`config.mk`:
```
export PLATFORM = sky130hd
export DESIGN_NAME = mem_access_stage
export DESIGN_NICKNAME = d
export VERILOG_FILES = /design/src/rtl/mem_access_stage_pkg.sv /design/src/rtl/mem_watchdog.sv /design/src/rtl/mem_access_stage.sv
export SDC_FILE = /design/constraint.sdc
export NUM_CORES = 1
export LEC_CHECK = 0
export CAP_MARGIN = 20
export CELL_PAD_IN_SITES_DETAIL_PLACEMENT = 2
export CELL_PAD_IN_SITES_GLOBAL_PLACEMENT = 2
export CORE_MARGIN = 5
export CORE_UTILIZATION = 28
export CTS_CLUSTER_SIZE = 8
export DETAILED_ROUTE_END_ITERATION = 10
export PLACE_DENSITY_LB_ADDON = 0.1
export SLEW_MARGIN = 20
export SYNTH_ARGS = -nofsm -noshare
export SYNTH_HDL_FRONTEND = slang
export SYNTH_HIERARCHICAL = 1
export SYNTH_SLANG_ARGS = --single-unit
```
`constraint.sdc`:
```
create_clock -name clk -period 2.3 [get_ports clk]
set_input_delay 0.23 -clock clk [delete_from_list [all_inputs] [get_ports clk]]
set_output_delay 0.23 -clock clk [all_outputs]
set_load 0.005 [all_outputs]
```
`src/rtl/mem_access_stage_pkg.sv`:
```
// Shared types and constants for the memory-access stage.
// Holds the datapath width, state encodings and the default ack-wait limit.
package mem_access_stage_pkg;

    localparam int WORD_W             = 64;
    localparam int TIMEOUT_CYCLES_DEF = 16;

    typedef enum logic {
        MEM_IDLE   = 1'b0,
        MEM_ACCESS = 1'b1
    } mem_state_e;

    function automatic logic take_branch(input logic branch,
                                         input logic zero,
                                         input logic uncond_branch);
        return (branch & zero) | uncond_branch;
    endfunction

endpackage

```
`src/rtl/mem_watchdog.sv`:
```
// Ack-wait watchdog: counts ACCESS cycles without ack and flags expiry.
// Instantiated by mem_access_stage only when MEM_TIMEOUT_EN is defined.
module mem_watchdog
    import mem_access_stage_pkg::*;
#(
    parameter int TIMEOUT_CYCLES = TIMEOUT_CYCLES_DEF
) (
    input  logic clk,
    input  logic rst_n,
    input  logic start,
    input  logic active,
    input  logic ack,
    output logic expired
);

    localparam int CW = $clog2(TIMEOUT_CYCLES + 1);

    logic [CW-1:0] cnt_q, cnt_d;

    always_comb begin
        cnt_d = cnt_q;
        if (start) begin
            cnt_d = '0;
        end else if (active && !ack) begin
            cnt_d = cnt_q + 1'b1;
        end
    end

    always_ff @(posedge clk or negedge rst_n) begin
        if (!rst_n) begin
            cnt_q <= '0;
        end else begin
            cnt_q <= cnt_d;
        end
    end

    // The edge that would complete the TIMEOUT_CYCLES-th ackless cycle expires; an ack there wins.
    assign expired = active && !ack && (cnt_q == CW'(TIMEOUT_CYCLES - 1));

endmodule

```
`src/rtl/mem_access_stage.sv`:
```
// Memory-access stage: LDUR/STUR over a req/ack port, branch resolution, one writeback beat.
// Optional ack timeout is enabled by defining MEM_TIMEOUT_EN.
module mem_access_stage
    import mem_access_stage_pkg::*;
#(
    parameter int WORD           = WORD_W,
    parameter int TIMEOUT_CYCLES = TIMEOUT_CYCLES_DEF
) (
    input  logic            clk,
    input  logic            rst_n,
    input  logic            in_valid,
    output logic            in_ready,
    input  logic [WORD-1:0] alu_result,
    input  logic [WORD-1:0] write_data,
    input  logic [WORD-1:0] branch_target,
    input  logic            zero,
    input  logic            mem_read,
    input  logic            mem_write,
    input  logic            branch,
    input  logic            uncond_branch,
    input  logic            mem_to_reg,
    input  logic            reg_write,
    input  logic [4:0]      rd,
    output logic            dmem_req,
    output logic            dmem_we,
    output logic [WORD-1:0] dmem_addr,
    output logic [WORD-1:0] dmem_wdata,
    input  logic            dmem_ack,
    input  logic [WORD-1:0] dmem_rdata,
    output logic            pc_src,
    output logic [WORD-1:0] pc_target,
    output logic            wb_valid,
    output logic [WORD-1:0] wb_data,
    output logic [4:0]      wb_rd,
    output logic            wb_reg_write,
    output logic            wb_err
);

    mem_state_e      state_q, state_d;
    logic            req_q, req_d;
    logic            we_q, we_d;
    logic [WORD-1:0] addr_q, addr_d;
    logic [WORD-1:0] wdata_q, wdata_d;
    logic [4:0]      rd_q, rd_d;
    logic            reg_write_q, reg_write_d;
    logic            mem_to_reg_q, mem_to_reg_d;
    logic            pc_src_q, pc_src_d;
    logic [WORD-1:0] pc_target_q, pc_target_d;
    logic            wb_valid_q, wb_valid_d;
    logic [WORD-1:0] wb_data_q, wb_data_d;
    logic [4:0]      wb_rd_q, wb_rd_d;
    logic            wb_reg_write_q, wb_reg_write_d;
    logic            wb_err_q, wb_err_d;
    logic            is_mem_op;
    logic            timeout;

    assign is_mem_op = mem_read | mem_write;

`ifdef MEM_TIMEOUT_EN
    mem_watchdog #(
        .TIMEOUT_CYCLES(TIMEOUT_CYCLES)
    ) u_watchdog (
        .clk    (clk),
        .rst_n  (rst_n),
        .start  ((state_q == MEM_IDLE) && in_valid && is_mem_op),
        .active (state_q == MEM_ACCESS),
        .ack    (dmem_ack),
        .expired(timeout)
    );
`else
    localparam int unused_timeout_cycles = TIMEOUT_CYCLES;
    assign timeout = 1'b0;
`endif

    always_comb begin
        state_d        = state_q;
        req_d          = req_q;
        we_d           = we_q;
        addr_d         = addr_q;
        wdata_d        = wdata_q;
        rd_d           = rd_q;
        reg_write_d    = reg_write_q;
        mem_to_reg_d   = mem_to_reg_q;
        pc_src_d       = 1'b0;
        pc_target_d    = pc_target_q;
        wb_valid_d     = 1'b0;
        wb_data_d      = wb_data_q;
        wb_rd_d        = wb_rd_q;
        wb_reg_write_d = wb_reg_write_q;
        wb_err_d       = 1'b0;
        case (state_q)
            MEM_IDLE: begin
                if (in_valid) begin
                    if (take_branch(branch, zero, uncond_branch)) begin
                        pc_src_d    = 1'b1;
                        pc_target_d = branch_target;
                    end
                    // A load wins when both mem_read and mem_write are set.
                    if (is_mem_op) begin
                        state_d      = MEM_ACCESS;
                        req_d        = 1'b1;
                        we_d         = mem_write & ~mem_read;
                        addr_d       = alu_result;
                        wdata_d      = write_data;
                        rd_d         = rd;
                        reg_write_d  = reg_write;
                        mem_to_reg_d = mem_to_reg;
                    end else begin
                        wb_valid_d     = 1'b1;
                        wb_data_d      = alu_result;
                        wb_rd_d        = rd;
                        wb_reg_write_d = reg_write;
                    end
                end
            end
            MEM_ACCESS: begin
                if (dmem_ack) begin
                    state_d        = MEM_IDLE;
                    req_d          = 1'b0;
                    wb_valid_d     = 1'b1;
                    wb_data_d      = we_q ? addr_q : dmem_rdata;
                    wb_rd_d        = rd_q;
                    wb_reg_write_d = reg_write_q & ~we_q;
                end else if (timeout) begin
                    state_d        = MEM_IDLE;
                    req_d          = 1'b0;
                    wb_valid_d     = 1'b1;
                    wb_err_d       = 1'b1;
                    wb_data_d      = '0;
                    wb_rd_d        = rd_q;
                    wb_reg_write_d = 1'b0;
                end
            end
            default: state_d = MEM_IDLE;
        endcase
    end

    always_ff @(posedge clk or negedge rst_n) begin
        if (!rst_n) begin
            state_q        <= MEM_IDLE;
            req_q          <= 1'b0;
            we_q           <= 1'b0;
            addr_q         <= '0;
            wdata_q        <= '0;
            rd_q           <= '0;
            reg_write_q    <= 1'b0;
            mem_to_reg_q   <= 1'b0;
            pc_src_q       <= 1'b0;
            pc_target_q    <= '0;
            wb_valid_q     <= 1'b0;
            wb_data_q      <= '0;
            wb_rd_q        <= '0;
            wb_reg_write_q <= 1'b0;
            wb_err_q       <= 1'b0;
        end else begin
            state_q        <= state_d;
            req_q          <= req_d;
            we_q           <= we_d;
            addr_q         <= addr_d;
            wdata_q        <= wdata_d;
            rd_q           <= rd_d;
            reg_write_q    <= reg_write_d;
            mem_to_reg_q   <= mem_to_reg_d;
            pc_src_q       <= pc_src_d;
            pc_target_q    <= pc_target_d;
            wb_valid_q     <= wb_valid_d;
            wb_data_q      <= wb_data_d;
            wb_rd_q        <= wb_rd_d;
            wb_reg_write_q <= wb_reg_write_d;
            wb_err_q       <= wb_err_d;
        end
    end

    // Load data always comes from dmem_rdata, so the latched mem_to_reg is kept only for visibility.
    logic unused_mem_to_reg;
    assign unused_mem_to_reg = mem_to_reg_q;

    assign in_ready     = (state_q == MEM_IDLE);
    assign dmem_req     = req_q;
    assign dmem_we      = we_q;
    assign dmem_addr    = addr_q;
    assign dmem_wdata   = wdata_q;
    assign pc_src       = pc_src_q;
    assign pc_target    = pc_target_q;
    assign wb_valid     = wb_valid_q;
    assign wb_data      = wb_data_q;
    assign wb_rd        = wb_rd_q;
    assign wb_reg_write = wb_reg_write_q;
    assign wb_err       = wb_err_q;

endmodule

```
# == Yosys cells after proc, flatten, opt, wreduce, memory -nomap -nowiden ==
# Index checks and enable logic that the tools add are counted.
# op_classes
n_eq_ne,4
bitwise_logic,8
mux,28
reduce_logical,4
# op_table
operator,count
$mux 64,4
$pmux 64 s2,1
$mux 1,15
$mux 5,3
$reduce_and 3->1,4
$pmux 5 s2,1
$pmux 1 s2,4
$ne 2x2->1 const B,3
$and 1x1->1,3
$not 1->1,3
$ne 2x1->1 const B,1
$or 1x1->1,2
# word_totals
register_bits,273
elab_cells,57
input_bits,272

# == Longest topological paths before layout ==
# Gate-level depths: netlist (run 1).
# logic_depth
ltp_word,5
depth_mapped,6

# == Worst setup path before layout (run 1) ==
# No wires, ideal clock.
# synth_timing
path_kind,register to register
start,register state_q
end,"register addr_q[22], in the netlist dmem_addr[22]"
path_stages_with_launch,7
arrival_time_ns,1.409
slack_ns,0.766
n_path_buf,3
cell_sequence,dfrtp_1 -> nor2b_2 -> o21a_1 -> buf_6 -> buf_6 -> buf_6 -> mux2_4
# synth_via
elab_chain_len,2
# synth_lines
item,line_no,source
start: declaration,mem_access_stage.sv:39,"mem_state_e state_q, state_d;"
start signal: assignment,mem_access_stage.sv:156,state_q <= state_d;
$not 1->1 (no source line),-,
$reduce_and 3->1 (no source line),-,
end signal: assignment,mem_access_stage.sv:159,addr_q <= addr_d;
end: declaration,mem_access_stage.sv:42,"logic [WORD-1:0] addr_q, addr_d;"
# Every way passes these cells.
# A chain may end at the register's enable or synchronous reset.

# == Worst setup path after layout (run 1) ==
# layout_timing
start,"register we_q, in the netlist dmem_we"
end,output dmem_we
# layout_lines
item,line_no,source
start: declaration,mem_access_stage.sv:41,"logic we_q, we_d;"
start signal: assignment,mem_access_stage.sv:158,we_q <= we_d;
end: declaration,mem_access_stage.sv:25,"output logic dmem_we,"
# No word-level cell between the ends.

==> results of run 1 <==
kinds of logic (layout without fill, tap and decap cells):
group           count (synthesis)  after routing  share of synthesized area
flops                         273            273                      0.605
other cells                     1              5                   0.000332
mux                           267            267                      0.271
buf+inv                        56            613                     0.0311
compound gates                 78             78                     0.0639
simple gates                   76             76                     0.0286
sequential cells by signal, summed over array words and instances, names as in the netlist:
register and flops:
reg_write_q 1, wb_data 64, wb_rd 5, dmem_wdata 64
state_q 1, dmem_we 1, wb_valid 1, wb_reg_write 1
rd_q 5, pc_target 64, pc_src 1, dmem_addr 64
dmem_req 1
final cells by class:
type / count / share of cell area
tap: 525 / 0.0355
inverter: 2 / 0.000405
timing repair buffer: 564 / 0.312
multi-input combinational: 422 / 0.224
antenna: 4 / 0.000541
clock inverter: 2 / 0.00128
sequential: 273 / 0.369
clock buffer: 45 / 0.0574
power breakdown:
group / leakage (nW) / internal, mW / total, mW / switching (mW)
registers: 3.24 / 6.10 / 6.95 / 0.846
clock network: 0.528 / 3.21 / 5.30 / 2.09
logic: 3.95 / 3.94 / 6.07 / 2.12
total: 7.72 / 13.3 / 18.3 / 5.06
layout by cell type, fill, tap and decap left out, types with 11 or more instances in the layout:
master	netlist	final
a221o_1	64	64
buf_12	0	15
buf_4	14	11
clkbuf_16	0	42
clkdlybuf4s50_1	0	536
dfrtp_1	273	272
mux2_2	160	160
mux2_4	38	38
mux2i_1	69	69
nor2_1	64	64
worst paths after layout:
check                             startpoint             to  slack [ns]  cells after the start
max                                  dmem_we        dmem_we        0.20                      1
min                                    rst_n  pc_target[14]        0.24                      2
max reg2reg                          state_q    wb_data[36]        0.51                      4
min reg2reg                    pc_target[33]  pc_target[33]        0.50                      1
max in group asynchronous              rst_n  dmem_addr[38]        1.32                      3
min in group clk           branch_target[33]  pc_target[33]        0.30                      2
worst reg2reg max path: stages (launching register included):
cell     delay [ns]
dfrtp_1        0.38
buf_4          0.21
nor4b_4        0.43
buf_12         0.37
a221o_1        0.33
layer usage:
metal / part of all wire / global-route usage / up-vias
li1: - / - / 3842
met1: 0.37 / 0.232 / 4518
met2: 0.51 / 0.360 / 339
met3: 0.096 / 0.0860 / 56
met4: 0.022 / 0.0543 / 10
met5: 0.0014 / 0 / -
stage by stage:
stage | hold slack, ns | util
floorplan | -0.0656 | -
global placement | 0.225 | 0.437
detailed placement | 0.222 | 0.437
CTS | 0.229 | 0.465
global route | 0.259 | 0.465
finish | 0.238 | 0.465
==> metrics.cfg, run 1 <==
[clock_network]
clk_path_buf_depth = 3
numCtsBuffers = 40
cts-hold-fix-buffers = 1
cts_max_level = 2
cts_resized = 0
clk_pin_slew_ns = 0.06
clock_latency_ns = 0.53
cts_tree = yes
cts_num_sinks = 273
cts_setup_buffers = 0
root_buffer = clkbuf_16

[die]
initial_core_util = 0.284
num_rows = 73
die_w_microns = 211
die_area_sq_um = 44500
core_area_sq_um = 39800
pin_count = 540
die_y_microns = 211

[synthesis]
postSynthCellCount = 751
yosys-top-cells-count = 273 x dfrtp_1, 160 x mux2_2, 69 x mux2i_1
synth_edf_count = 0
synth_top_flop_cell = dfrtp_1
synth.area.top_cells = dfrtp_1 60%, mux2_2 16%, mux2i_1 6.1%, a221o_1 5.7%, mux2_4 5.1%
synth_top_cell_by_area = dfrtp_1
yosysMostFrequentCell = dfrtp_1
ys_types = 26
yosysTopAreaCellShare = 0.605
ys_ff_latch = 273
synth_area_sq_um = 11300
synthArstFlopShare = 1.00
syn_area_per_cell_sq_um = 15.0
synth_seq_area_share = 0.605
yosys_warnings = 6
syn-num-nets = 1023

[sta]
period_share = 0.912
relSlewSlack = 0.635
final-max-slew-violation-count = 0
setup_slack_ns = 0.202
finalClockSkew_ns = 0.0151
setup_viol = 0
clock.fmax_ghz = 0.477
hold_viol = 0
rsz0062_at_grt = no
fin_crit_ns = 2.10
fin_tns_setup_ns = 0
max_slew.worst_pin.slew_ns = 0.548

[routing]
via_per_inst = 4.77
wl_per_cell_microns = 25.7
dr.pass1.iters = 4
drc = 0
wl_microns = 47200
via_count = 8765
drtIter0Drc = 304
final_antenna_net_count = 0

[setup_path]
path_delay_family = flip-flops
worst-path-buf-inv = 1
path_cells = clkdlybuf4s50_1
crit_required_ns = 2.07
worst_ep_arrival_time_ns = 1.87
path_max_fanout = 22
slowest_delay_ns = 0.73
slowest_stage = dfrtp_4
cp-end-kind = primary output
setup.worst_path.start_class = flop
critPathKind = flop to primary output

[global_route]
antenna_found_initial = 7
grtUsageTotal = 0.206
grt_pass1_vias = 9923
grt_overflow = 0
grt_pass1_wl_microns = 68800
grt_max_degree = 65

[outcome]
status = finished, final reports clean

[final_layout]
regArea_sq_um = 6840
syn2layout_area_growth_pct = 63.9
drive_gt1_frac = 0.211
fin_area_sq_um = 18500
multiInputGateArea_sq_um = 4150
final_cells = 1837
nFillCells = 3961
fin_nets = 1575

[power_and_ir_drop]
ir_drop_uv = 498
total_power_mw = 18.3
power_density_nw_per_um2 = 990
p_leak_nw = 7.72

[placed_design]
dp_hpwl_microns = 35100
io_buffers = 537
place_inst = 1785
gp_congestion = 0.752
pre_cts_slack_ns = 0.195
postPlaceCellArea_sq_um = 17400

[min_path]
hold_class = input pin to asynchronous set/reset pin

[flow_run]
max_cap_viol_count = 0

Note: power is estimated with default switching activity, not from simulation.
==> run 2: changes to the inputs <==
--- a/config.mk
+++ b/config.mk
@@ -9,7 +9,7 @@
 export CELL_PAD_IN_SITES_DETAIL_PLACEMENT = 2
 export CELL_PAD_IN_SITES_GLOBAL_PLACEMENT = 2
 export CORE_MARGIN = 5
-export CORE_UTILIZATION = 28
+export CORE_UTILIZATION = 23
 export CTS_CLUSTER_SIZE = 8
 export DETAILED_ROUTE_END_ITERATION = 10
 export PLACE_DENSITY_LB_ADDON = 0.1
==> constraint.sdc (replaced) <==
create_clock -name clk -period 1.7 [get_ports clk]
set_input_delay 0.17 -clock clk [delete_from_list [all_inputs] [get_ports clk]]
set_output_delay 0.17 -clock clk [all_outputs]
set_load 0.005 [all_outputs]
==> run 2 against run 1 <==
  * Cell count increased by 9.8%
  * Via count increased by 1.4%
  * Utilization fell by 7.0 points
  * Register-to-register slack worse by 0.44 ns
  * Non-clock buffer count is 41 higher
  * Sequential power up 35%
  * Worst setup slack got worse by 0.15 ns
  * Critical path depth did not move
  * Critical endpoint is now dmem_addr[1]
  * Highest routed layer unchanged
==> metrics.cfg, run 2 (synthesis results as in run 1) <==
[clock_network]
numCtsBuffers = 40
cts_max_level = 2
cts_tree = yes
clk_pin_slew_ns = 0.05
cts_num_sinks = 273
clk_path_buf_depth = 3
clock_latency_ns = 0.54
root_buffer = clkbuf_16

[final_layout]
syn2layout_area_growth_pct = 70.5
nFillCells = 4924
regArea_sq_um = 6840
final_cell_mix = 489 x clkdlybuf4s50_1, 271 x dfrtp_1, 160 x mux2_2, 69 x mux2i_1
fin_nets = 1616
multiInputGateArea_sq_um = 4160
final_cells = 2017
drive_gt1_frac = 0.238
layout_commonest_cell = clkdlybuf4s50_1
fin_area_sq_um = 19300

[die]
die_w_microns = 232
initial_core_util = 0.232
core_area_sq_um = 48700
pin_count = 540
num_rows = 81
die_y_microns = 232
die_area_sq_um = 53600

[setup_path]
r2r-start = state_q
path_delay_family = buffers and inverters
cp-end-kind = primary output
ff2ff_path_depth = 5
worst-path-buf-inv = 1
path_cells = clkdlybuf4s50_1
critPathKind = flop to primary output
slowest_stage = clkdlybuf4s50_1
setup.worst_path.start_class = flop
worst_ep_arrival_time_ns = 1.48
crit_required_ns = 1.53
reg2reg_slack_ns = 0.07
slowest_delay_ns = 0.58
r2r-end = dmem_addr[35]
path_max_fanout = 3

[min_path]
hold_class = input pin to asynchronous set/reset pin

[sta]
setup_viol = 0
hold_viol = 0
clock.fmax_ghz = 0.607
whs_ns = 0.126
final-max-slew-violation-count = 0
finalClockSkew_ns = 0.0141
fin_tns_setup_ns = 0
period_share = 0.969
fin_crit_ns = 1.65

[placed_design]
place_inst = 1959
dp_hpwl_microns = 36700
gp_congestion = 0.763
postPlaceCellArea_sq_um = 18100
io_buffers = 537

[routing]
wl_microns = 48200
drc = 0
via_count = 8884
dr.pass1.iters = 4
final_antenna_net_count = 0
drtIter0Drc = 257
via_per_inst = 4.40
wl_per_cell_microns = 23.9

[outcome]
status = finished, final reports clean

[global_route]
grt_overflow = 0
grt_max_degree = 44
grt_pass1_vias = 10300
grt_pass1_wl_microns = 70800
antenna_found_initial = 10
grtUsageTotal = 0.174

[power_and_ir_drop]
total_power_mw = 25.0
power_density_nw_per_um2 = 1300
p_leak_nw = 8.27
ir_drop_uv = 649

[flow_run]
max_cap_viol_count = 0

run 2: cell count changes in the layout (fill, tap and decap cells not counted), sizes merged:
cell | before | now
clkinvlp | 1 | 0
buf | 27 | 69
diode | 4 | 3
inv | 2 | 4
dlygate4sd2 | 0 | 25
dlymetal6s2s | 0 | 21
clkdlybuf4s50 | 536 | 489
run 2: power breakdown:
group | internal [mW] | switching (mW) | total [mW]
clock | 4.30 | 2.90 | 7.20
combinational | 5.44 | 2.97 | 8.41
sequential | 8.26 | 1.11 | 9.37
run 2: timing repair:
item,CTS,global route
pin swaps,0,1
setup buffers,3,3
hold endpoints to repair,238,0
endpoints found under the setup margin,65,31
hold buffers,1,0
resized for setup,32,22
run 2: layout make-up:
class | count | area share
Multi-Input combinational cell | 422 | 0.216
Clock buffer | 45 | 0.0546
Timing Repair Buffer | 605 | 0.329
Inverter | 2 | 0.000390
Antenna cell | 3 | 0.000390
Tap cell | 664 | 0.0432
Clock inverter | 3 | 0.00117
Sequential cell | 273 | 0.355
run 2: metal layers:
metal	vias up	wire [microns]	GRT usage
li1	3925	-	-
met1	4549	19100	0.205
met2	322	23700	0.295
met3	74	4480	0.0745
met4	14	920	0.0439
met5	-	88	0
run 2: how the worst max path moves through the flow:
stage | startpoint | end | slack, ns | cells past startpoint
CTS | dmem_addr[45] | dmem_addr[45] | 0.002 | 1
detailed placement | in_valid | dmem_addr[60] | -0.23 | 6
global route | dmem_addr[39] | dmem_addr[39] | -0.004 | 1
global placement | in_valid | dmem_wdata[32] | -0.19 | 6
finish | dmem_addr[1] | dmem_addr[1] | 0.05 | 1
floorplan | state_q | dmem_addr[22] | 0.17 | 6
run 2: stage by stage:
step	util	worst slack (ns)
after floorplan	-	0.166
after global placement	0.371	-0.187
after detailed placement	0.371	-0.232
after CTS	0.393	0.00183
after global routing	0.395	-0.00436
final	0.395	0.0528
